## config.mk

```make
export PLATFORM = sky130hd
export DESIGN_NAME = fifo_burst_reader
export DESIGN_NICKNAME = d
export VERILOG_FILES = /design/src/rtl/fifo_burst_reader.sv
export SDC_FILE = /design/constraint.sdc
export NUM_CORES = 1
export LEC_CHECK = 0
export ABC_CLOCK_PERIOD_IN_PS = 2950
export BUFFER_PORTS_ARGS = -buffer_cell sky130_fd_sc_hd__buf_2
export CAP_MARGIN = 5
export CORE_MARGIN = 2
export CORE_UTILIZATION = 45
export CTS_BUF_LIST = sky130_fd_sc_hd__clkbuf_8 sky130_fd_sc_hd__clkbuf_16
export DETAILED_ROUTE_END_ITERATION = 10
export PLACE_DENSITY = 0.6
export SLEW_MARGIN = 20
export SYNTH_ARGS = -nofsm -noshare
export SYNTH_HDL_FRONTEND = slang
export SYNTH_SLANG_ARGS = --single-unit
export TNS_END_PERCENT = 10
```

## constraint.sdc

```tcl
create_clock -name rclk -period 2.95 [get_ports rclk]
set_clock_uncertainty 0.15 [all_clocks]
set_input_delay 0.295 -clock rclk [delete_from_list [all_inputs] [get_ports rclk]]
set_output_delay 0.295 -clock rclk [all_outputs]
set_load 0.02 [all_outputs]
```

## src/rtl/fifo_burst_reader.sv

```systemverilog
// Drains a FIFO into bursts of up to MAX_BURST words.
// Each burst goes out as a count header followed by its data words.
module fifo_burst_reader #(
    parameter int WIDTH     = 8,
    parameter int MAX_BURST = 16,
    parameter int TIMEOUT   = 64
) (
    input  logic             rclk,
    input  logic             rrst,
    input  logic [WIDTH-1:0] fifo_dout,
    input  logic             fifo_empty,
    output logic             fifo_rget,
    input  logic             flush,
    output logic [WIDTH-1:0] m_data,
    output logic             m_valid,
    input  logic             m_ready,
    output logic             m_first,
    output logic             m_last,
    output logic             busy
);

    localparam int CW = $clog2(MAX_BURST + 1);
    localparam int IW = $clog2(MAX_BURST);
    localparam int TW = $clog2(TIMEOUT + 1);

    typedef enum logic [1:0] {
        S_IDLE,
        S_COLLECT,
        S_HEADER,
        S_SEND
    } state_t;

    state_t           r_state;
    logic [CW-1:0]    r_cnt;
    logic [IW-1:0]    r_idx;
    logic [TW-1:0]    r_tmr;
    logic [WIDTH-1:0] r_buf [MAX_BURST];

    logic             w_take;
    logic             w_xfer;
    logic             w_last;
    logic [CW-1:0]    w_cnt_nxt;

    assign w_take = (r_state == S_IDLE || r_state == S_COLLECT)
                  && !fifo_empty
                  && (r_cnt < CW'(MAX_BURST));
    assign w_cnt_nxt = r_cnt + CW'(1);
    assign w_last = (r_state == S_SEND)
                  && (CW'(r_idx) == r_cnt - CW'(1));
    assign w_xfer = m_valid && m_ready;

    assign fifo_rget = w_take;
    assign m_valid   = (r_state == S_HEADER) || (r_state == S_SEND);
    assign m_first   = (r_state == S_HEADER);
    assign m_last    = w_last;
    assign busy      = (r_state != S_IDLE);
    assign m_data    = (r_state == S_HEADER) ? WIDTH'(r_cnt)
                                             : r_buf[r_idx];

    always_ff @(posedge rclk) begin
        if (w_take) begin
            r_buf[r_cnt[IW-1:0]] <= fifo_dout;
        end
    end

    always_ff @(posedge rclk) begin
        if (rrst) begin
            r_state <= S_IDLE;
            r_cnt   <= '0;
            r_idx   <= '0;
            r_tmr   <= '0;
        end else begin
            unique case (r_state)
                S_IDLE: begin
                    if (w_take) begin
                        r_cnt   <= CW'(1);
                        r_tmr   <= '0;
                        r_state <= S_COLLECT;
                    end
                end
                S_COLLECT: begin
                    // A word taken alongside flush still joins this burst
                    if (w_take) begin
                        r_cnt <= w_cnt_nxt;
                        r_tmr <= '0;
                        if (w_cnt_nxt == CW'(MAX_BURST) || flush) begin
                            r_state <= S_HEADER;
                        end
                    end else begin
                        r_tmr <= r_tmr + TW'(1);
                        if (r_tmr == TW'(TIMEOUT - 1) || flush) begin
                            r_state <= S_HEADER;
                        end
                    end
                end
                S_HEADER: begin
                    if (w_xfer) begin
                        r_idx   <= '0;
                        r_state <= S_SEND;
                    end
                end
                S_SEND: begin
                    if (w_xfer) begin
                        if (w_last) begin
                            r_cnt   <= '0;
                            r_idx   <= '0;
                            r_tmr   <= '0;
                            r_state <= S_IDLE;
                        end else begin
                            r_idx <= r_idx + IW'(1);
                        end
                    end
                end
            endcase
        end
    end

endmodule

```

==> out/qor.csv <==
stage,metric,value,unit
outcome,status,"complete, no violations",
setup_path,worst path buffer plus inverter count,2,
place,HPWL after detailed placement,9040,um
grt,grt total ovfl,0,
detailed_routing,residual DRC count,0,
floorplan,Initial Util,46.0,%
setup_path,CP Capture Type,primary output,
setup_path,"CP delay by family, top",multiplexers,
sta,fmax,349,MHz
yosys,register area share after synthesis,67.1,%
place,pre-CTS setup slack,0.286,ns
floorplan,Die H,123,um
detailed_routing,Vias/cell,5.65,
yosys,syn nets,404,
grt,overall routing resource usage,19.3,%
floorplan,row count,43,
cells_and_area,layout cells sized above 1,29.5,%
yosys,Post-Synth Adder-Cell Area,2.16,%
yosys,Post-Synth Simple-Gate Area,7.29,%
yosys,commonest cells in the netlist,"edfxtp_1 (128), mux4_2 (40), nand2_1 (26), dfxtp_1 (22), nor2_1 (22)",
floorplan,Core ar.,0.0139,mm2
setup_path,crit-path max FO,16,
clock_network,Clock transition at path regs,0.06,ns
clock_network,Clock Sinks,150,
yosys,Synth area leader,edfxtp_1,
detailed_routing,TritonRoute pass-1 iters,4,
grt,initial antenna violation count,0,
sta,crit share post-route,97.0,%
floorplan,die width,123,um
sta,Worst-Margin Slew,0.650,ns
yosys,Seq cells post-synth,150,
power_and_ir_drop,Total Power,6080,uW
detailed_routing,Post-DRT Antenna Nets,0,
cells_and_area,Nets,455,
detailed_routing,drt total wl,13600,um
yosys,mux cell area share after synthesis,14.4,%
clock_network,clock buffer depth,2,
yosys,Synth Area in XOR/XNOR,1.10,%
clock_network,clock latency on the worst-skew pair,0.42,ns
yosys,number of synthesized flops with an enable pin,128,
detailed_routing,Vias,3523,
yosys,complex-gate fraction of the synthesized area,5.47,%
grt,largest net degree at the start of global routing,33,
setup_path,Slowest cell on crit path,mux4_2,
clock_network,Clock H-tree levels,4,
detailed_routing,DRT iter0 DRCs,399,
clock_network,Root Driver,clkbuf_16,
sta,final setup fails,0,
sta,Total Neg Setup Slack,0,ns
power_and_ir_drop,peak supply drop,0.426,mV
setup_path,max incr delay on CP,0.53,ns
yosys,Synth Flop Type,edfxtp_1,
sta,Final min period,2.86,ns
setup_path,crit path launch type,flip-flop,
yosys,"Cell Area, Synth",0.00638,mm2
sta,RSZ-0062 raised after global routing,false,
grt,number of global-route vias before repair,3569,
yosys,Post-Syn Area per Cell,16.8,um2
yosys,largest family of logic cells by synthesized area,multiplexers,
power_and_ir_drop,leakage,0.00248,uW
yosys,Cell variety after synth,48,
setup_path,crit-path cells,buf_12 > mux4_2 > mux4_2 > nand2_1 > o21ai_1 > buf_2,
place,area post-placement,0.00682,mm2
place,Port Buffers,25,
floorplan,die area,0.0152,mm2
place,routability cong.,0.817,
cells_and_area,Final Instance Area,0.00751,mm2
clock_network,Setup Buffers After CTS,0,
clock_network,CTS tree,built,
sta,Slew Limit Fails,0,
setup_path,CP Class,reg2out,
power_and_ir_drop,pwr dens,809,mW/mm2
cells_and_area,Final Util,54.1,%
yosys,yosys warns,0,
setup_path,"most used cell, CP",mux4_2,
detailed_routing,Wirelength per Cell,21.7,um
setup_path,"Req. time, crit path",2.51,ns
setup_path,CP Data Arrival Time,2.42,ns
floorplan,IO Pins,26,
clock_network,CTS buffer count,17,
yosys,Synth Instances,380,
cells_and_area,FILL cells,1110,
sta,Fin. Hold Viols,0,
flow_run,Max Cap Violations,0,
sta,Slew headroom,56.6,%
grt,first-pass GRT wire length,20900,um
yosys,"FFs w/ async S/R, synth",0,%
hold_path,Worst Hold Class,in2reg,
yosys,Synth area leaders,"edfxtp_1 (60%), mux4_2 (14%), dfxtp_1 (6.9%), ha_1 (2.2%), nand2_1 (1.5%)",
sta,final worst slack,0.0883,ns
yosys,post-synth top area share,60.2,%
cells_and_area,# diodes,0,
cells_and_area,Area growth syn-to-layout,17.7,%
clock_network,"Hold-fix buffers, CTS",0,
yosys,leading cell type by number of instances after synthesis,edfxtp_1,
-- what timing repair did --
action / 4_1_cts / 5_1_grt
gates resized for setup: 1 / 3
hold endpoints to repair: 0 / 0
cloned: 0 / 1
setup endpoints to repair: 1 / 5
-- layer usage --
layer / global-route usage, % / vias to the layer above / routed length, um
met2: 31.4 / 75 / 6900
li1: - / 1624 / -
met1: 25.9 / 1815 / 6040
met4: 6.61 / 0 / 144
met3: 4.57 / 9 / 473
met5: 0 / - / 0
-- state kept, by name, summed over array words and instances, names as in the netlist, named ones only --
| name | count |
|---|---|
| r_state | 2 |
| r_idx | 4 |
| r_cnt | 5 |
| r_buf | 128 |
| r_tmr | 7 |
-- cell usage in the layout (no fill, tap or decap), types with 5 or more instances in the layout --
cell type	n
ha_1	11
mux4_2	40
edfxtp_1	128
clkbuf_16	18
nand4_1	6
nand3_1	15
o211ai_1	7
o21ai_1	5
xnor2_1	5
bufinv_16	5
buf_2	25
nor3_1	6
dfxtp_1	20
inv_1	13
buf_4	23
nand2_1	26
nor2_1	21
-- report_power, final --
part | switching [uW] | total [uW] | internal (uW)
Clock | 847 | 2360 | 1510
Sequential | 54.5 | 2450 | 2400
Combinational | 750 | 1270 | 520
-- cell type report --
cell class / instances / area [um2] / share of cell area (%)
repair buffers: 50 / 343 / 4.56
flip-flops and latches: 150 / 4290 / 57.0
clock buffers: 17 / 425 / 5.66
clock inverters: 15 / 228 / 3.03
multi-input cells: 200 / 1960 / 26.1
well taps: 180 / 225 / 3.00
inverters: 12 / 45.0 / 0.599
-- cell families after synthesis --
group / after synthesis
adder cells (fa/ha/maj): 11
flip-flops: 150
multiplexers: 42
AND/OR/NAND/NOR: 97
buffers and inverters: 30
XOR/XNOR: 8
AO/OA/AOI/OAI: 42
-- metrics by stage --
stage	hold slack (ns)	std cells
CTS	0.0850	623
global placement	0.285	591
finish	0.104	624
detailed placement	0.301	591
global route	0.106	624
floorplan	0.244	380
-- final timing paths --
kind,from,end,slack [ns],depth (start not counted)
worst max-delay path,flip-flop,m_data[3],0.09,6
worst min-delay path,rrst,r_tmr[1]$_SDFFE_PP0P_,0.10,2
worst max register to register,r_cnt[0]$_SDFFE_PP0P_,r_cnt[1]$_SDFFE_PP0P_,0.40,7
worst min register to register,r_tmr[6]$_SDFFE_PP0P_,r_tmr[6]$_SDFFE_PP0P_,0.30,2
No activity file was read; power rests on OpenSTA's default activity.
